`config.mk`:
```
export PLATFORM = sky130hd
export DESIGN_NAME = enemy_hit_detector
export DESIGN_NICKNAME = d
export VERILOG_FILES = /design/src/rtl/defender_pkg.sv /design/src/rtl/enemy_slot.sv /design/src/rtl/enemy_hit_detector.sv
export SDC_FILE = /design/constraint.sdc
export NUM_CORES = 1
export LEC_CHECK = 0
export CAP_MARGIN = 10
export CORE_UTILIZATION = 52
export DETAILED_ROUTE_END_ITERATION = 12
export GPL_TIMING_DRIVEN = 1
export PLACE_DENSITY = 0.8
export SLEW_MARGIN = 10
export SYNTH_ARGS = -nofsm -noshare
export SYNTH_HDL_FRONTEND = slang
export SYNTH_SLANG_ARGS = --single-unit
```
`constraint.sdc`:
```
create_clock -name clk -period 5 [get_ports clk]
set_clock_uncertainty 0.1 [all_clocks]
set_input_delay 1.25 -clock clk [delete_from_list [all_inputs] [get_ports clk]]
set_output_delay 1.25 -clock clk [all_outputs]
set_load 0.03 [all_outputs]
```
`src/rtl/defender_pkg.sv`:
```
// Shared screen and hitbox constants for the defender game datapath.
//
// Contents:
//   SPAWN_X           x coordinate where enemies enter the screen
//   Y_MIN / Y_MAX     vertical band enemies may occupy
//   *_PX              default hitbox sizes in pixels
//   slot_state_t      per-slot enemy state (also exported as debug state)
//   spawn_y()         respawn row from the LFSR value plus a collision offset
package defender_pkg;

    localparam logic [9:0]  SPAWN_X     = 10'd774;
    localparam int unsigned Y_MIN       = 32;
    localparam int unsigned Y_MAX       = 415;
    localparam int unsigned Y_SPAN      = Y_MAX - Y_MIN + 1;

    localparam int unsigned ENEMY_W_PX  = 16;
    localparam int unsigned ENEMY_H_PX  = 16;
    localparam int unsigned BULLET_W_PX = 4;
    localparam int unsigned BULLET_H_PX = 2;

    typedef enum logic {
        SLOT_DEAD  = 1'b0,
        SLOT_ALIVE = 1'b1
    } slot_state_t;

    // Row for a respawning slot. The LFSR picks a base offset 0..383 inside
    // the band; slots respawning in the same cycle are pushed 16 rows apart
    // (rank = number of lower slots respawning now), wrapping inside the band.
    function automatic logic [9:0] spawn_y(input logic [15:0] lfsr,
                                           input int unsigned rank);
        int unsigned off;
        off = {24'd0, lfsr[7:0]} + (lfsr[8] ? 32'd128 : 32'd0) + 32'd16 * rank;
        return 10'(Y_MIN + (off % Y_SPAN));
    endfunction

endpackage

```
`src/rtl/enemy_slot.sv`:
```
// One enemy slot: ALIVE/DEAD state, position, respawn countdown and the
// bullet-vs-enemy overlap compare.
//
// Ports:
//   clk, reset      system clock, synchronous active-high reset
//   step_tick       one-cycle strobe: move one pixel left (or breach at x=0)
//   bullet_x/y      bullet top-left position
//   bullet_active   bullet in flight
//   kill            this slot was selected for a kill this cycle
//   respawn_y       row to use if the slot respawns this cycle
//   state           registered slot state (alive flag / debug view)
//   x, y            registered enemy position
//   overlap         combinational: alive and hitboxes overlap
//   breach_now      combinational: this cycle's step walks off x=0 (no kill)
//   respawn_due     combinational: the slot becomes ALIVE at this edge
module enemy_slot
    import defender_pkg::*;
#(
    parameter int          RESPAWN_DELAY = 100000,
    parameter int          ENEMY_W       = 16,
    parameter int          ENEMY_H       = 16,
    parameter int          BULLET_W      = 4,
    parameter int          BULLET_H      = 2,
    parameter logic [9:0]  INIT_X        = 10'd774,
    parameter logic [9:0]  INIT_Y        = 10'd64
) (
    input  logic        clk,
    input  logic        reset,
    input  logic        step_tick,
    input  logic [9:0]  bullet_x,
    input  logic [9:0]  bullet_y,
    input  logic        bullet_active,
    input  logic        kill,
    input  logic [9:0]  respawn_y,
    output slot_state_t state,
    output logic [9:0]  x,
    output logic [9:0]  y,
    output logic        overlap,
    output logic        breach_now,
    output logic        respawn_due
);

    localparam int CNT_W = (RESPAWN_DELAY > 0) ? $clog2(RESPAWN_DELAY + 1) : 1;
    localparam logic [CNT_W-1:0] DELAY_LD = CNT_W'(RESPAWN_DELAY);

    logic [CNT_W-1:0] respawn_cnt;

    // 11-bit compare so ex+ENEMY_W near the right edge cannot wrap.
    logic [10:0] bx, by, ex, ey;
    assign bx = {1'b0, bullet_x};
    assign by = {1'b0, bullet_y};
    assign ex = {1'b0, x};
    assign ey = {1'b0, y};

    assign overlap = (state == SLOT_ALIVE) && bullet_active &&
                     (bx < ex + 11'(ENEMY_W))  && (bx + 11'(BULLET_W) > ex) &&
                     (by < ey + 11'(ENEMY_H))  && (by + 11'(BULLET_H) > ey);

    // A kill on the same cycle wins, so no breach is reported for this slot.
    assign breach_now  = (state == SLOT_ALIVE) && step_tick && (x == 10'd0) && !kill;

    // The counter is loaded with the delay and the slot revives on the edge
    // where it would step down to zero.
    assign respawn_due = (state == SLOT_DEAD) && (respawn_cnt <= CNT_W'(1));

    always_ff @(posedge clk) begin
        if (reset) begin
            state       <= SLOT_ALIVE;
            x           <= INIT_X;
            y           <= INIT_Y;
            respawn_cnt <= '0;
        end else if (kill) begin
            state       <= SLOT_DEAD;
            respawn_cnt <= DELAY_LD;
        end else begin
            case (state)
                SLOT_ALIVE: begin
                    if (step_tick) begin
                        if (x == 10'd0) begin
                            state       <= SLOT_DEAD;
                            respawn_cnt <= DELAY_LD;
                        end else begin
                            x <= x - 10'd1;
                        end
                    end
                end
                SLOT_DEAD: begin
                    if (respawn_due) begin
                        state       <= SLOT_ALIVE;
                        x           <= SPAWN_X;
                        y           <= respawn_y;
                        respawn_cnt <= '0;
                    end else begin
                        respawn_cnt <= respawn_cnt - CNT_W'(1);
                    end
                end
                default: state <= SLOT_ALIVE;
            endcase
        end
    end

endmodule

```
`src/rtl/enemy_hit_detector.sv`:
```
// Enemy wave and bullet hit detection.
//
// Ports:
//   clk, reset       system clock, synchronous active-high reset
//   bullet_x/y       bullet top-left position (10 bits each)
//   bullet_active    bullet in flight
//   enemy_x/y        packed positions, slot i at bits [10i+9:10i]
//   enemy_alive      per-slot alive flag
//   hit_detected     one-cycle kill pulse, one cycle after the overlap
//   breach           one-cycle pulse when any enemy walks off x=0
//
// Bullet interface: bullet_active is a level held by the bullet stage for the
// whole flight. Each flight can score at most one kill: after a kill further
// kills are locked out until bullet_active is seen low, which ends the flight.
module enemy_hit_detector
    import defender_pkg::*;
#(
    parameter int NUM_ENEMIES   = 4,
    parameter int ENEMY_SPEED   = 60000,
    parameter int RESPAWN_DELAY = 100000,
    parameter int ENEMY_W       = ENEMY_W_PX,
    parameter int ENEMY_H       = ENEMY_H_PX,
    parameter int BULLET_W      = BULLET_W_PX,
    parameter int BULLET_H      = BULLET_H_PX
) (
    input  logic                      clk,
    input  logic                      reset,
    input  logic [9:0]                bullet_x,
    input  logic [9:0]                bullet_y,
    input  logic                      bullet_active,
    output logic [10*NUM_ENEMIES-1:0] enemy_x,
    output logic [10*NUM_ENEMIES-1:0] enemy_y,
    output logic [NUM_ENEMIES-1:0]    enemy_alive,
    output logic                      hit_detected,
    output logic                      breach
);

    localparam int          STEP_W    = (ENEMY_SPEED > 1) ? $clog2(ENEMY_SPEED) : 1;
    localparam logic [15:0] LFSR_SEED = 16'hACE1;

    logic [STEP_W-1:0]      step_cnt;
    logic                   step_tick;
    logic [15:0]            lfsr;
    logic                   lockout;

    logic [NUM_ENEMIES-1:0] overlap;
    logic [NUM_ENEMIES-1:0] breach_now;
    logic [NUM_ENEMIES-1:0] respawn_due;
    logic [NUM_ENEMIES-1:0] kill_vec;
    logic                   kill_taken;
    logic [9:0]             slot_spawn_y [NUM_ENEMIES];
    int unsigned            spawn_rank;

    assign step_tick = (step_cnt == STEP_W'(ENEMY_SPEED - 1));

    // Lowest-index overlapping slot takes the kill, unless the current flight
    // already scored one.
    always_comb begin
        kill_vec   = '0;
        kill_taken = 1'b0;
        for (int i = 0; i < NUM_ENEMIES; i++) begin
            if (overlap[i] && !lockout && !kill_taken) begin
                kill_vec[i] = 1'b1;
                kill_taken  = 1'b1;
            end
        end
    end

    // All slots share one LFSR value; each respawning slot is ranked by how
    // many lower slots respawn in the same cycle so their rows differ.
    always_comb begin
        spawn_rank = 0;
        for (int i = 0; i < NUM_ENEMIES; i++) begin
            slot_spawn_y[i] = spawn_y(lfsr, spawn_rank);
            if (respawn_due[i]) spawn_rank = spawn_rank + 1;
        end
    end

    for (genvar i = 0; i < NUM_ENEMIES; i++) begin : g_slot
        slot_state_t st;
        logic [9:0]  sx, sy;

        enemy_slot #(
            .RESPAWN_DELAY (RESPAWN_DELAY),
            .ENEMY_W       (ENEMY_W),
            .ENEMY_H       (ENEMY_H),
            .BULLET_W      (BULLET_W),
            .BULLET_H      (BULLET_H),
            .INIT_X        (10'(int'(SPAWN_X) - 160 * i)),
            .INIT_Y        (10'(64 + 96 * i))
        ) u_slot (
            .clk           (clk),
            .reset         (reset),
            .step_tick     (step_tick),
            .bullet_x      (bullet_x),
            .bullet_y      (bullet_y),
            .bullet_active (bullet_active),
            .kill          (kill_vec[i]),
            .respawn_y     (slot_spawn_y[i]),
            .state         (st),
            .x             (sx),
            .y             (sy),
            .overlap       (overlap[i]),
            .breach_now    (breach_now[i]),
            .respawn_due   (respawn_due[i])
        );

        assign enemy_alive[i]      = (st == SLOT_ALIVE);
        assign enemy_x[10*i +: 10] = sx;
        assign enemy_y[10*i +: 10] = sy;
    end

    always_ff @(posedge clk) begin
        if (reset) begin
            step_cnt     <= '0;
            lfsr         <= LFSR_SEED;
            lockout      <= 1'b0;
            hit_detected <= 1'b0;
            breach       <= 1'b0;
        end else begin
            step_cnt     <= step_tick ? '0 : step_cnt + STEP_W'(1);
            // Fibonacci LFSR, taps 16,14,13,11 (shift right, feedback into MSB).
            lfsr         <= {lfsr[0] ^ lfsr[2] ^ lfsr[3] ^ lfsr[5], lfsr[15:1]};
            hit_detected <= |kill_vec;
            breach       <= |breach_now;
            if (!bullet_active) lockout <= 1'b0;
            else if (|kill_vec) lockout <= 1'b1;
        end
    end

endmodule

```
# --- Word-level counts from Yosys, hierarchy flattened ---
# Cells that the tools add are included.
word_totals:
  output_inout_bits: 86
  inputBits: 23
  ram_bits: 0
  romBits: 0
  reg_bits: 187
  mem_count: 0
  latchBits: 0
classes:
  n_addsub: 29
  n_reduce_logical: 78
  bitwise: 12
  shifts: 0
  n_lt_le_gt_ge: 20
  n_mux: 66
  multipliers: 0
  div: 4
  eq_ne: 25
op_table:
  columns: ["op", "count"]
  rows:
  - ["two-way mux 17 bit", 16]
  - ["case mux 17 bit (2 select lines)", 4]
  - ["modulo 32 x 9 -> 32 bit, second input constant", 4]
  - ["two-way mux 10 bit", 12]
  - ["adder 10 x 5 -> 11 bit, second input constant", 8]
  - ["greater-than comparator 11 x 10 -> 1 bit", 8]
  - ["less-than comparator 10 x 11 -> 1 bit", 8]
  - ["case mux 10 bit (2 select lines)", 4]
  - ["less-or-equal comparator 17 x 1 -> 1 bit, second input constant", 4]
  - ["subtractor 17 x 1 -> 17 bit, second input constant", 4]
  - ["adder 32 bit", 2]
  - ["two-way mux 28 bit", 2]
  - ["logical AND 1 bit", 43]
  - ["adder 6 x 10 -> 10 bit, first input constant", 4]
  - ["logical NOT 10 bit", 4]
  - ["subtractor 10 x 1 -> 10 bit, second input constant", 4]
  - ["adder 9 x 32 -> 32 bit", 1]
  - ["adder 28 x 1 -> 28 bit, second input constant", 1]
  - ["two-way mux 1 bit", 23]
  - ["!= test 2 bit, second input constant", 11]
  - ["!= test 3 x 2 -> 1 bit, second input constant", 7]
  - ["adder 16 x 1 -> 16 bit, second input constant", 1]
  - ["== test 16 bit, second input constant", 1]
  - ["AND reduction 2 bit", 8]
  - ["other kinds (15)", 50]

# --- Logic depth before layout (Yosys ltp) ---
# Gate-level depths: netlist (run 1).
logic_depth:
  word_depth: 20
  ltp_mapped: 23

# --- Modules after synthesis ---
# From an unflattened synthesis (run 1), not the netlist that was laid out.
unflattened:
  hier_cells: 1869
  area_unflattened_um2: 15008.1
modules_own_cells:
  columns: ["module", "area_per_inst_um2", "cells_per_inst", "n_inst"]
  rows:
  - ["enemy_slot at g_slot[2].u_slot", 3233.1, 391, 1]
  - ["enemy_slot at g_slot[1].u_slot", 3166.8, 393, 1]
  - ["enemy_slot at g_slot[0].u_slot", 3158.0, 412, 1]
  - ["enemy_slot at g_slot[3].u_slot", 3095.5, 388, 1]
  - ["enemy_hit_detector", 2354.8, 285, 1]

# --- Least setup slack after synthesis (run 1) ---
# OpenSTA, ideal clock, no wires.
synth_path:
  path_kind: "register -> register"
  from: "register g_slot[0].u_slot.respawn_cnt[9]"
  to: "register g_slot[3].u_slot.y[8]"
  n_path_buf: 2
  arrival_time_ns: 4.546
  synth_period_minus_slack_ns: 4.765
  setup_slack_ns: 0.235
  path_stages_with_launch: 22
  setup_time_ns: 0.120
  required_ns: 4.780
  cell_sequence: "dfxtp_1 -> or4_4 -> nor4_4 -> o2111ai_1 -> or2_0 -> buf_2 -> clkbuf_1 -> ha_1 -> xnor2_1 -> ha_1 -> fa_1 -> a21oi_1 -> nor2b_1 -> xnor2_1 -> ha_1 -> inv_1 -> a21o_1 -> a21oi_1 -> a21oi_1 -> a2bb2oi_1 -> nor2_1 -> a211o_1"
synth_between:
  elab_chain_cells: 10
synth_rtl:
  columns: ["item", "line_no", "source"]
  rows:
  - ["start, declared", "enemy_slot.sv:46", "logic [CNT_W-1:0] respawn_cnt;"]
  - ["start signal, assigned", "enemy_slot.sv:94", "respawn_cnt <= respawn_cnt - CNT_W'(1);"]
  - ["less-or-equal comparator 17 x 1 -> 1 bit (*)", "enemy_slot.sv:64", "assign respawn_due = (state == SLOT_DEAD) && (respawn_cnt <= CNT_W'(1));"]
  - ["logical AND 1 bit (*)", "enemy_slot.sv:64", null]
  - ["two-way mux 1 bit (*)", "enemy_hit_detector.sv:75", "if (respawn_due[i]) spawn_rank = spawn_rank + 1;"]
  - ["adder 1 x 1 -> 2 bit", "enemy_hit_detector.sv:75", null]
  - ["two-way mux 28 bit (*)", "enemy_hit_detector.sv:75", null]
  - ["adder 28 x 1 -> 28 bit", "enemy_hit_detector.sv:75", null]
  - ["two-way mux 28 bit (*)", "enemy_hit_detector.sv:75", null]
  - ["adder 9 x 32 -> 32 bit (*)", "defender_pkg.sv:32", "off = {24'd0, lfsr[7:0]} + (lfsr[8] ? 32'd128 : 32'd0) + 32'd16 * rank;"]
  - ["modulo 32 x 9 -> 32 bit (*)", "defender_pkg.sv:33", "return 10'(Y_MIN + (off % Y_SPAN));"]
  - ["adder 6 x 10 -> 10 bit (*)", "defender_pkg.sv:33", null]
  - ["end signal, assigned", "enemy_slot.sv:91", "y <= respawn_y;"]
  - ["end, declared", "enemy_slot.sv:37", "output logic [9:0] y,"]
# Mark *: on every way between the ends. The rest lies on a longest branch, timed or not.
# A chain may end at the register's enable or synchronous reset.

# --- Worst setup path in the final report (run 1) ---
layout_path:
  from: "input bullet_y[1]"
  to: "register g_slot[0].u_slot.x[5]"
layout_between:
  elab_chain_cells: 7
  word_cells_on_any_way: 9
layout_rtl:
  columns: ["item", "line_no", "source"]
  rows:
  - ["start, declared", "enemy_hit_detector.sv:29", "input logic [9:0] bullet_y,"]
  - ["adder 10 x 2 -> 11 bit or less-than comparator 10 x 11 -> 1 bit (tied branches)", "enemy_slot.sv:57", "(by < ey + 11'(ENEMY_H)) && (by + 11'(BULLET_H) > ey);"]
  - ["greater-than comparator 11 x 10 -> 1 bit or logical AND 1 bit (tied branches)", "enemy_slot.sv:57, enemy_slot.sv:56", null]
  - ["logical AND 1 bit (*)", "enemy_slot.sv:57", null]
  - ["logical AND 1 bit (*)", "enemy_hit_detector.sv:62", "if (overlap[i] && !lockout && !kill_taken) begin"]
  - ["two-way mux 1 bit (*)", "enemy_hit_detector.sv:62", null]
  - ["NOT 1 bit (no line) (*)", null, null]
  - ["AND reduction 4 bit (no line) (*)", null, null]
  - ["end signal, assigned", "enemy_slot.sv:83", "x <= x - 10'd1;"]
  - ["end, declared", "enemy_slot.sv:36", "output logic [9:0] x,"]
# Marked as above.

==> results.txt, run 1 <==
The flow ran to the end, and the final reports show no timing, DRC or antenna violations. The tool flagged a number of max-cap violations equal to 0. The slowest stage of the critical path belongs to the cell clkdlybuf4s50_1.

The average wire per standard cell was 18.3 µm. Setup repair after global routing left no endpoint under its margin. The logs give 0.0137 mm² for the synthesized area and 0 for the number of nets with antenna violations after detailed routing.

The sequential cells in the finished layout cover a total of 0.00374 mm². On the critical path the largest part of the delay comes from simple AND/OR/NAND/NOR gates. The die is 164 µm tall.

In this run the tool buffered the top-level ports with 108 buffer cells. Counting every sink on the clock net gives 187. IR analysis of the VDD net gives a maximum drop of 204 µV.

After synthesis, the cell types taking the most area are dfxtp_1 (27%), ha_1 (18%), xnor2_1 (4.9%), a21oi_1 (4.7%), nor2_1 (4.0%). STA puts the critical path data required time at 5260 ps. For this configuration, the core starts out at a cell density of 52.7%. Together, buffers and inverters on the worst path number 2. The vias after detailed routing is 13500, and the count of inserted antenna diode cells is 0. The top cell type by area accounts for 27.3% of the synthesized area. The kind of capture point of the worst setup path is a flop. The area overhead of the layout relative to synthesis is 19.3%. After synthesis, the netlist uses 77 different library cells. The placer congestion estimate is 0.955, and the post-synthesis average cell area is 8.02 µm².

The number of hold-repair buffers added at the cts stage is 0, and the relative slew slack is 31.6%. Post-synthesis cell type with the largest combined area: dfxtp_1. The number of core rows was 59. The area after detailed placement was 0.0158 mm²; the number of non-filler instances in the completed layout was 2226. Entering global routing, the biggest net connects 88 pins.

The first global-routing pass estimated 64.1 mm of wire. The static leakage is 6.71 nW, and the violation count after the first detailed-route iteration is 1132. Power spread over the standard cell area amounts to 231 mW/mm².

TritonCTS built the clock tree. The buffer levels on the longest clock path came out at 2. The number of nets handed over by synthesis was 1928.

The cell count after synthesis came out at 1710. The worst setup path is of the input pin to flop kind. In the final layout, the multi-input gates occupy 0.00922 mm². Sequential cells were found to cover 27.3% of the synthesized design area. Using the TritonRoute via totals, the vias-per-cell ratio works out to 6.05. The tree is rooted in a clkbuf_16. Counting I/O delays and the setup requirement, the final critical path takes 4770 ps.

The via count of the first global-routing pass was 12400. The run gives 40.8 mm as the aggregate routed wire length. The highest attainable clock frequency is 0.210 GHz, and the number of fill cells in the layout is 2209. The Yosys step of the flow raised 0 warnings. Data on the critical path arrives at its endpoint at 5030 ps. After routing the design area is 0.0164 mm². The path class of the tightest hold or removal check is flop to flop. The number of setup buffers added after CTS is 0. The number of enable-type register cells in the synthesized netlist is 0, and the overall power after layout is 3.78 mW. The transition time at the pin with the least slew margin is 1020 ps, and the area enclosed by the die boundary is 0.0270 mm².

For the H-tree depth reported by CTS, the log shows 4. The maximum fanout encountered on the critical timing path was 12. The signal on the critical path passes through clkdlybuf4s50_1 -> ha_1 -> nand3_1 -> xnor2_1 -> ha_1 -> nand4_1 -> or4_1 -> o21ai_0 -> o21ai_0 -> and4_1 -> buf_4 -> o21a_1 -> or4_1 -> a21oi_1.

The tools report the half-perimeter wire length after detailed placement as 31.3 mm. For the initial antenna violation count, the log shows 0. The run gives 0 as the final count of hold timing violations. The iteration count of the initial detailed-routing pass is 5, and the proportion of layout cells with a drive suffix above 1 is 8.83%.

The aggregate global-route resource usage came out at 30.1%. For this run, asynchronously set or reset flops after synthesis account for 0%. At the later pin of the worst-skew pair, clock insertion delay measures 440 ps.

The number of placed instances, taps included, is 2195. STA classifies the critical path startpoint as an input pin. In the routed design, unresolved DRC markers number 0. Global routing finished with a remaining overflow of 0. The die is 164 µm wide.

The setup violation total in the final timing report came out at 0. After clock tree synthesis, the repair step resized 0 gates. The core utilization of the finished layout was 62.9%; the fraction of the cycle the final worst path needs was 95.4%.

The number of nets at the end of the flow is 2097, and the clock-pin slew reported for the worst setup and hold paths after clock tree synthesis is 80 ps. In this run, synthesis produced a sequential element count of 187. The largest single stage delay on the critical path is 550 ps. Counting the buffers created by CTS gives 17. For the top-level port count, the log shows 109. Among all flip-flop cells after synthesis, the most frequent one is dfxtp_1. For the final count of pins violating max slew, the log shows 0. For the core box area, the log shows 0.0260 mm².
==> synthesized netlist by cell type, types with 34 or more instances <==
| cell | n |
|---|---|
| clkbuf_1 | 45 |
| inv_1 | 129 |
| ha_1 | 193 |
| nand2_1 | 132 |
| nand3_1 | 88 |
| xnor2_1 | 77 |
| xor2_1 | 34 |
| a21oi_1 | 128 |
| nand4_1 | 38 |
| dfxtp_1 | 187 |
| nor2_1 | 147 |
| o21ai_0 | 42 |
| nor3_1 | 77 |
==> layout make-up <==
class                      count  share of cell area [%]
multi-input combinational   1329                    56.4
sequential                   187                    22.9
timing repair buffer         215                    11.7
inverter                     129                    2.96
clock buffer                  18                    2.62
tap                          335                    2.56
clock inverter                13                   0.934
==> metal layers <==
layer / wire length (µm) / track usage [%] / vias up
li1: - / - / 6472
met3: 2950 / 3.91 / 77
met4: 1320 / 10.9 / 0
met2: 18400 / 49.2 / 537
met1: 18100 / 40.2 / 6378
met5: 0 / 0 / -
==> power by group <==
part	total, mW	internal [mW]	switching [mW]
combinational	0.814	0.349	0.465
clock	1.39	0.712	0.674
sequential	1.58	1.53	0.0539
==> per-stage QoR <==
step | worst slack (ps) | hold slack [ps] | setup TNS (ps)
floorplan | 235 | 289 | 0
global placement | -152 | 293 | -2390
detailed placement | -132 | 299 | -1190
CTS | 146 | 317 | 0
global route | 2.22 | 338 | 0
finish | 232 | 312 | 0
==> flip-flops by register name, indices dropped and copies added (netlist names) <==
register	cells
lockout	1
lfsr	16
hit_detected	1
g_slot.u_slot.respawn_cnt	68
g_slot.u_slot.y	40
breach	1
step_cnt	16
g_slot.u_slot.state	4
g_slot.u_slot.x	40
==> placed cells by master, fill, tap and decap left out, types with 18 or more instances in the layout <==
| cell | count |
|---|---|
| nand3_1 | 88 |
| inv_1 | 129 |
| clkdlybuf4s50_1 | 107 |
| a211oi_1 | 27 |
| dfxtp_1 | 187 |
| nor2_1 | 147 |
| or3_1 | 22 |
| and3_1 | 23 |
| o21ai_0 | 42 |
| a21o_1 | 21 |
| xor2_1 | 34 |
| nor4_1 | 18 |
| ha_1 | 193 |
| xnor2_1 | 77 |
| a21oi_1 | 128 |
| nor2b_1 | 24 |
| nand4_1 | 38 |
| nor3_1 | 77 |
| buf_4 | 106 |
| nand2_1 | 132 |
==> logic make-up after synthesis <==
group / Yosys count / synth area share, %
and+or+nand+nor: 670 / 25.1
AOI/OAI and AO/OA: 341 / 16.1
adders and majority gates: 195 / 17.9
buffers and inverters: 194 / 5.56
DFF: 187 / 27.3
xor gates and xnor gates: 111 / 7.09
muxes: 12 / 0.885
==> path summary, 6_finish.rpt <==
kind                                                               startpoint                            endpoint  slack, ps  cells after the start
worst max-delay path                                              bullet_y[1]  g_slot[0].u_slot.x[5]$_SDFFE_PP0P_        230                     14
worst min-delay path                                      lfsr[14]$_SDFF_PP0_                 lfsr[13]$_SDFF_PP1_        310                      1
worst min register to register                            lfsr[14]$_SDFF_PP0_                 lfsr[13]$_SDFF_PP1_        310                      1
worst max register to register  g_slot[1].u_slot.respawn_cnt[10]$_SDFFE_PP0P_  g_slot[3].u_slot.y[8]$_SDFFE_PP1P_        240                     19
==> worst register-to-register path: cells and delay by family (launching register included) <==
kind / cells / cell delay (ps)
compound gates: 6 / 1040
xor+xnor: 2 / 370
fa+ha+maj: 4 / 1280
buf+inv: 1 / 60
flops: 1 / 370
simple gates: 6 / 1440
No activity file was read; power rests on OpenSTA's default activity.
==> run 2: changes to the inputs <==
--- a/config.mk
+++ b/config.mk
@@ -10,6 +10,7 @@
 export DETAILED_ROUTE_END_ITERATION = 12
 export GPL_TIMING_DRIVEN = 1
 export PLACE_DENSITY = 0.8
+export SETUP_SLACK_MARGIN = 0.02
 export SLEW_MARGIN = 10
 export SYNTH_ARGS = -nofsm -noshare
 export SYNTH_HDL_FRONTEND = slang
==> run 2 against run 1 <==
  * Critical path type is now flop to flop
  * Sequential share of layout area hardly changed
  * Clock power hardly changed
  * Maximum frequency is 0.36% higher
  * Clock-buffer cell count stayed put
==> results.txt, run 2 (synthesis gave the netlist of run 1 again) <==
The run finished with clean final reports. The first-pass GRT wire length was 64.1 mm (unchanged). Setup repair after global routing could not meet its margin everywhere. For the relative slew slack, the log shows 32.5% (was 31.6%). The iteration count of the initial detailed-routing pass is 5 (unchanged), and the data arrival time at the worst-slack endpoint is 4970 ps (was 5030 ps). The logs give 5220 ps (was 5260 ps) for the worst endpoint required time and 0 (unchanged) for the final count of hold timing violations. The logs give -132 ps (unchanged) for the worst setup slack after placement and 0 ps (unchanged) for the setup TNS. The mean number of vias per cell was 6.06 (was 6.05); the number of non-filler instances in the completed layout was 2226 (unchanged). The master cell of the clock root buffer is clkbuf_16 (unchanged).

For the highest attainable clock frequency, the log shows 0.211 GHz (was 0.210 GHz). Largest registers ranked by flip-flop count: g_slot.u_slot.respawn_cnt x68, g_slot.u_slot.x x40, g_slot.u_slot.y x40 (unchanged). The aggregate global-route resource usage was 30.1% (unchanged). The logs give 17 (unchanged) for the total CTS buffers and 1131 (was 1132) for the violation count after the first detailed-route iteration. The remaining design rule violation count is 0 (unchanged), and the average wire per standard cell is 18.3 µm (about the same).

The tools report the clock latency at the later pin of the worst-skew pair as 430 ps (was 440 ps). The start point of the worst hold path was lfsr[14]$_SDFF_PP0_ (unchanged). For the setup violation total in the final timing report, the log shows 0 (unchanged).

Kind of path behind the tightest hold check: flop to flop (unchanged). The count of max-cap constraint violations was 0 (unchanged); the total overflow reported by the global router was 0 (unchanged). The largest net degree at the start of global routing is 88 (unchanged), and the worst path setup slack after routing is 250 ps (was 232 ps). The clock period minus final worst setup slack was 4750 ps (was 4770 ps); the area overhead of the layout relative to synthesis was 19.3% (about the same).

The initial cell density of the core was 52.7% (unchanged); the proportion of layout cells with a drive suffix above 1 was 8.94% (was 8.83%). The worst voltage drop across the vdd grid was 203 µV (was 204 µV); the area enclosed by the die boundary was 0.0270 mm² (unchanged). The aggregate routed wire length came out at 40.7 mm (was 40.8 mm). The tools report the worst setup path startpoint as g_slot[1].u_slot.respawn_cnt[10]$_SDFFE_PP0P_ (was bullet_y[1]). Top-level port count: 109 (unchanged).

The overall power after layout is 3.78 mW (about the same). Critical register-to-register path startpoint: g_slot[1].u_slot.respawn_cnt[10]$_SDFFE_PP0P_ (unchanged). The tools report the number of nets with antenna violations after detailed routing as 0 (unchanged). TritonCTS built the clock tree. Leading cell types in the layout, fill and taps excluded: ha_1 (193), dfxtp_1 (187), nor2_1 (147) (unchanged). The clock-pin slew reported for the worst setup and hold paths after clock tree synthesis works out to 80 ps (about the same).

The buffer levels on the longest clock path is 2 (unchanged). Critical path, cell by cell: or4_1 -> nor2_1 -> nand4_1 -> or3_4 -> ha_1 -> xnor2_1 -> ha_1 -> fa_1 -> a21oi_1 -> nor2b_1 -> xnor2_1 -> ha_1 -> inv_1 -> a21o_1 -> a21oi_1 -> a21oi_1 -> a2bb2oi_1 -> nor2_1 -> a211o_1 (was clkdlybuf4s50_1 -> ha_1 -> nand3_1 -> xnor2_1 -> ha_1 -> nand4_1 -> or4_1 -> o21ai_0 -> o21ai_0 -> and4_1 -> buf_4 -> o21a_1 -> or4_1 -> a21oi_1). The category of the worst setup path launch point was a flop (was an input pin). Core utilization of the finished layout: 63.0% (was 62.9%).

The width of the die is 164 µm (unchanged). The maximum fanout encountered on the critical timing path was 6 (was 12); the slack of the worst reg-to-reg path was 250 ps (was 240 ps). The core box area is 0.0260 mm² (unchanged), and the ratio of total power to cell area is 231 mW/mm² (about the same).

The transition time at the pin with the least slew margin came out at 1010 ps (was 1020 ps). Category of the most critical setup path: flop to flop (was input pin to flop). For the H-tree depth reported by CTS, the log shows 4 (unchanged).

The height of the die is 164 µm (unchanged). The most common library cell in the layout ignoring fill and taps is ha_1 (unchanged). The fraction of the cycle the final worst path needs came out at 95.0% (was 95.4%). For the number of core rows, the log shows 59 (unchanged).

The flip-flop count of the largest register after layout works out to 68 (unchanged). The kind of capture point of the worst setup path is a flop (unchanged). The logs give 31.3 mm (unchanged) for the half-perimeter wire length after detailed placement and 0 (unchanged) for the count of inserted antenna diode cells. The longest individual stage delay on the worst path was 560 ps (was 550 ps). The logs give 0 (unchanged) for the post-CTS setup repair buffer count and 12400 (unchanged) for the via count of the first global-routing pass.

The placer congestion estimate is 0.955 (unchanged). Largest register by flop count: g_slot.u_slot.respawn_cnt (unchanged). Count of buffers from port buffering: 108 (unchanged). The static leakage is 6.72 nW (was 6.71 nW), and the number of nets at the end of the flow is 2097 (unchanged). The clock net sink count was 187 (unchanged); the final count of pins violating max slew was 0 (unchanged).

The vias after detailed routing was 13500 (about the same); the number of hold-repair buffers added at the cts stage was 0 (unchanged). Cell with the biggest individual delay on the critical path: or4_1 (was clkdlybuf4s50_1). The tools report the initial antenna violation count as 0 (unchanged).

The post-cts gate resize count was 0 (unchanged). Number of placed instances, taps included: 2195 (unchanged).
==> run 2: changes by cell type in the layout (fill, tap and decap cells not counted) <==
cell	before	now
o2111ai_1	5	4
o21a_2	0	1
o2111ai_2	0	1
o21a_1	10	9
==> run 2: final timing paths <==
path | end | cells after the start
worst min-delay path | lfsr[13]$_SDFF_PP1_ | 1
worst max-delay path | g_slot[3].u_slot.y[8]$_SDFFE_PP1P_ | 19
worst min register to register | lfsr[13]$_SDFF_PP1_ | 1
worst max register to register | g_slot[3].u_slot.y[8]$_SDFFE_PP1P_ | 19
==> run 2: metal layers <==
metal	global-route usage (%)	wire (µm)	part of all wire [%]	vias up
li1	-	-	-	6483
met2	49.2	18400	45	533
met3	3.91	2900	7.1	69
met4	10.9	1250	3.1	0
met1	40.2	18100	44	6399
met5	0	0	0	-
==> run 2: power breakdown <==
part	switching (mW)	total, mW	internal, mW
sequential	0.0537	1.58	1.53
clock	0.669	1.38	0.712
combinational	0.466	0.816	0.350
==> run 2: worst max-delay path, delay by kind of cell, from the launching register on <==
kind | cells | cell delay, ps
xor gates and xnor gates | 2 | 370
DFF | 1 | 370
AOI/OAI and AO/OA | 6 | 1040
buffers and inverters | 1 | 60
adders and majority gates | 4 | 1280
and+or+nand+nor | 6 | 1420
==> run 2: metrics by stage <==
step           hold slack, ps  instance area (µm²)
4_1_cts                   317                16300
3_5_place_dp              299                15800
6_report                  313                16400
5_1_grt                   338                16400
2_1_floorplan             289                13700
3_3_place_gp              293                15800
==> run 2: area by class of cell <==
type                       instances  area, µm²
timing repair buffer             215       1910
clock buffer                      18        429
clock inverter                    13        153
sequential                       187       3740
multi-input combinational       1329       9220
fill                            2207       9630
inverter                         129        484
tap                              335        419
==> run 3: changes to the inputs <==
--- a/config.mk
+++ b/config.mk
@@ -14,4 +14,5 @@
 export SLEW_MARGIN = 10
 export SYNTH_ARGS = -nofsm -noshare
 export SYNTH_HDL_FRONTEND = slang
+export SYNTH_HIERARCHICAL = 1
 export SYNTH_SLANG_ARGS = --single-unit
==> run 3 against run 2 <==
  * Worst hold slack worse by 14 ps
  * Critical path depth is 5 higher
  * Cell count is 14% higher
  * Die area is 9.3% higher
  * Sequential share of layout area is 3.0 points lower
  * First-iteration DRC count is 9.4% higher
  * Via count is 12% higher
  * Setup slack worse by 110 ps
  * Critical endpoint is now g_slot[2].u_slot/x[4]$_SDFFE_PP0P_
  * Largest power group unchanged
==> results.txt, run 3 <==
The global-route layer with the greatest usage is met2 (unchanged). The hold path endpoint was lfsr[10]$_SDFF_PP1_ (was lfsr[13]$_SDFF_PP1_). The logs give 2368 (was 2097) for the number of nets at the end of the flow and 0 (unchanged) for the number of hold-repair buffers added at the cts stage.

The height of the die is 172 µm (was 164 µm), and the initial cell density of the core is 53.4% (was 52.7%). Width of the die: 172 µm (was 164 µm). TritonCTS built the clock tree. The static leakage is 8.28 nW (was 6.72 nW).

The count of buffer and inverter cells on the critical path is 7 (was 1). The cell with the biggest individual delay on the critical path is o32a_1 (was or4_1). The aggregate routed wire length was 44.4 mm (was 40.7 mm). Synthesized area: 0.0150 mm² (was 0.0137 mm²). The number of nets produced by synthesis is 2092 (was 1928).

The count of inserted antenna diode cells is 0 (unchanged), and the via count of the first global-routing pass is 14400 (was 12400). The flow ran to the end, and the final reports show no timing, DRC or antenna violations. The tools report the highest attainable clock frequency as 0.206 GHz (was 0.211 GHz).

For the violation count after the first detailed-route iteration, the log shows 1237 (was 1131). For the vias after detailed routing, the log shows 15100 (was 13500). The logs give 72 (was 88) for the largest net degree at the start of global routing and 0 (unchanged) for the final count of pins violating max slew. Clock net sink count: 187 (unchanged). The aggregate global-route resource usage was 29.6% (was 30.1%); the transition time at the pin with the least slew margin was 880 ps (was 1010 ps). The critical register-to-register path startpoint is g_slot[1].u_slot/respawn_cnt[8]$_SDFFE_PP0P_ (was g_slot[1].u_slot.respawn_cnt[10]$_SDFFE_PP0P_). The run gives 2535 (was 2226) as the number of non-filler instances in the completed layout.

Reported net switching power: 1.24 mW (was 1.19 mW). Leading cell types in the layout, fill and taps excluded: ha_1 (196), buf_4 (191), nor2_1 (186), dfxtp_1 (186), inv_1 (151) (was ha_1 (193), dfxtp_1 (187), nor2_1 (147)). The tools report the end of the worst register-to-register path as g_slot[3].u_slot/y[8]$_SDFFE_PP1P_ (was g_slot[3].u_slot.y[8]$_SDFFE_PP1P_). The fraction of the cycle the final worst path needs came out at 97.1% (was 95.0%).

The routing usage on met3 is 5.54% (was 3.91%), and the core utilization of the finished layout is 67.2% (was 63.0%). The number of nets with antenna violations after detailed routing was 0 (unchanged); the met2 track demand over resource in global routing was 50.1% (was 49.2%). The count of buffers from port buffering works out to 108 (unchanged). The total CTS buffers came out at 17 (unchanged). The buffer levels on the longest clock path came out at 2 (unchanged). The ratio of total power to cell area is 216 mW/mm² (was 231 mW/mm²). The length in cells of the worst reg-to-reg path was 23 (was 19). The gate count of the mapped netlist was 1868 (was 1710); the post-route cell area was 0.0189 mm² (was 0.0164 mm²). The met1 capacity usage during global routing was 36.4% (was 40.2%); the iteration count of the initial detailed-routing pass was 5 (unchanged). The clock-pin slew reported for the worst setup and hold paths after clock tree synthesis came out at 80 ps (about the same). Remaining design rule violation count: 0 (unchanged). Count of max-cap constraint violations: 0 (unchanged).

Largest registers ranked by flip-flop count: g_slot.u_slot/respawn_cnt x68, g_slot.u_slot/x x40, g_slot.u_slot/y x40 (was g_slot.u_slot.respawn_cnt x68, g_slot.u_slot.x x40, g_slot.u_slot.y x40). The setup violation total in the final timing report is 0 (unchanged). For the H-tree depth reported by CTS, the log shows 4 (unchanged).

The fraction of power spent switching nets was 30.5% (was 31.4%); the top-level port count was 109 (unchanged). The tools report the number of core rows as 61 (was 59). The relative contribution of combinational cells to total power was 23.8% (was 21.6%); the area overhead of the layout relative to synthesis was 25.8% (was 19.3%). The worst hold slack after final layout was 299 ps (was 313 ps); the area enclosed by the die boundary was 0.0295 mm² (was 0.0270 mm²). The tools report the slack of the worst reg-to-reg path as 400 ps (was 250 ps). The post-synthesis average cell area works out to 8.03 µm² (was 8.02 µm²). The worst voltage drop across the vdd grid came out at 263 µV (was 203 µV). The category of the most critical setup path is input pin to flop (was flop to flop). The tools report the internal power of the cells as 2.83 mW (was 2.59 mW). Setup repair after global routing could not meet its margin everywhere. The data arrival time at the worst-slack endpoint is 5110 ps (was 4970 ps), and the count of cells along the worst hold path is 1 (unchanged).

The sequential share of power is 39.1% (was 41.9%). The proportion of layout cells with a drive suffix above 1 came out at 16.0% (was 8.94%). Category of the worst setup path launch point: an input pin (was a flop). The flip-flop count of the largest register after layout works out to 68 (unchanged). The tools report the final count of hold timing violations as 0 (unchanged). The start point of the worst hold path is lfsr[11]$_SDFF_PP1_ (was lfsr[14]$_SDFF_PP0_). The half-perimeter wire length after detailed placement was 32.4 mm (was 31.3 mm).

The placer congestion estimate came out at 0.956 (was 0.955). The total overflow reported by the global router is 0 (unchanged), and the worst endpoint required time is 5250 ps (was 5220 ps). The master cell of the clock root buffer was clkbuf_16 (unchanged).

Counting stages on the worst path, the most repeated cell is buf_6. The clock latency at the later pin of the worst-skew pair was 460 ps (was 430 ps); the relative slew slack was 40.6% (was 32.5%). The logs give 1 (was 0) for the initial antenna violation count and 0.0281 mm² (was 0.0260 mm²) for the core box area. The area after detailed placement came out at 0.0176 mm² (was 0.0158 mm²). The total number of yosys warnings was 6 (was 0). The most common library cell in the layout ignoring fill and taps was ha_1 (unchanged).

The largest delay contributor family on the critical path was compound AO/OA/AOI/OAI gates (was simple AND/OR/NAND/NOR gates). The kind of capture point of the worst setup path is a flop (unchanged). Overall power after layout: 4.08 mW (was 3.78 mW). Critical path, cell by cell: dlymetal6s2s_1 -> buf_6 -> ha_4 -> and3_4 -> buf_4 -> xor2_1 -> ha_1 -> nand4_1 -> o21ai_1 -> a31oi_1 -> o31a_1 -> o32a_1 -> a2111oi_4 -> buf_4 -> inv_1 -> nor2_4 -> buf_6 -> and3b_2 -> o31ai_4 -> o31ai_4 -> buf_6 -> nand4_1 -> xnor2_1 -> nor2_1 (was or4_1 -> nor2_1 -> nand4_1 -> or3_4 -> ha_1 -> xnor2_1 -> ha_1 -> fa_1 -> a21oi_1 -> nor2b_1 -> xnor2_1 -> ha_1 -> inv_1 -> a21o_1 -> a21oi_1 -> a21oi_1 -> a2bb2oi_1 -> nor2_1 -> a211o_1). The clock period minus final worst setup slack is 4860 ps (was 4750 ps), and the maximum fanout encountered on the critical timing path is 6 (unchanged).

The number of placed instances, taps included was 2465 (was 2195). The kind of path behind the tightest hold check is flop to flop (unchanged). The portion of total power attributed to the clock network was 37.1% (was 36.5%). The average wire per standard cell works out to 17.5 µm (was 18.3 µm). Mean number of vias per cell: 5.96 (was 6.06).

The first-pass GRT wire length was 69.8 mm (was 64.1 mm); the longest individual stage delay on the worst path was 380 ps (was 560 ps). The largest register by flop count was g_slot.u_slot/respawn_cnt (was g_slot.u_slot.respawn_cnt).
run 3: area by class of cell:
type	instances	area [µm²]
inverters	151	567
fillers	2205	9210
well taps	378	473
clock buffers	20	457
repair buffers	321	2860
flip-flops and latches	187	3740
multi-input cells	1466	10600
clock inverters	12	185
run 3: per-layer routing:
layer | share of wire (%) | up-vias
li1 | - | 7240
met1 | 43 | 7141
met2 | 48 | 595
met3 | 6.4 | 127
met4 | 3.4 | 2
met5 | 0.029 | -
run 3: how the worst max path moves through the flow:
stage	end	slack (ps)	cells past startpoint	from
2_1_floorplan	g_slot[3].u_slot/x[9]$_SDFFE_PP0P_	100	19	bullet_x[2]
3_3_place_gp	g_slot[2].u_slot/x[4]$_SDFFE_PP0P_	-650	24	bullet_x[2]
3_5_place_dp	g_slot[3].u_slot/respawn_cnt[14]$_SDFFE_PP0P_	-770	21	bullet_y[4]
4_1_cts	g_slot[3].u_slot/respawn_cnt[14]$_SDFFE_PP0P_	20	21	bullet_x[2]
5_1_grt	g_slot[3].u_slot/x[8]$_SDFFE_PP1P_	-10	22	bullet_x[3]
6_report	g_slot[2].u_slot/x[4]$_SDFFE_PP0P_	140	24	bullet_x[2]
run 3: timing repair:
action,in CTS,in global routing
setup buffers,7,30
gates cloned,0,1
pin swaps,22,29
setup endpoints to repair,72,141
gates resized for setup,30,55
run 3: per-stage QoR:
stage / TNS, ps / setup slack [ps]
2_1_floorplan: 0 / 95.3
3_3_place_gp: -53090 / -649
3_5_place_dp: -66950 / -766
4_1_cts: 0 / 17.0
5_1_grt: -28.8 / -13.9
6_report: 0 / 144
run 3: power by group through the flow:
stage	registers (mW)	logic [mW]	clock network, mW
after CTS	1.59	0.912	1.53
after global placement	1.62	0.866	0
final	1.59	0.971	1.51
after detailed placement	1.63	0.892	0
after floorplan	1.62	0.592	0
after global routing	1.60	1.06	1.59
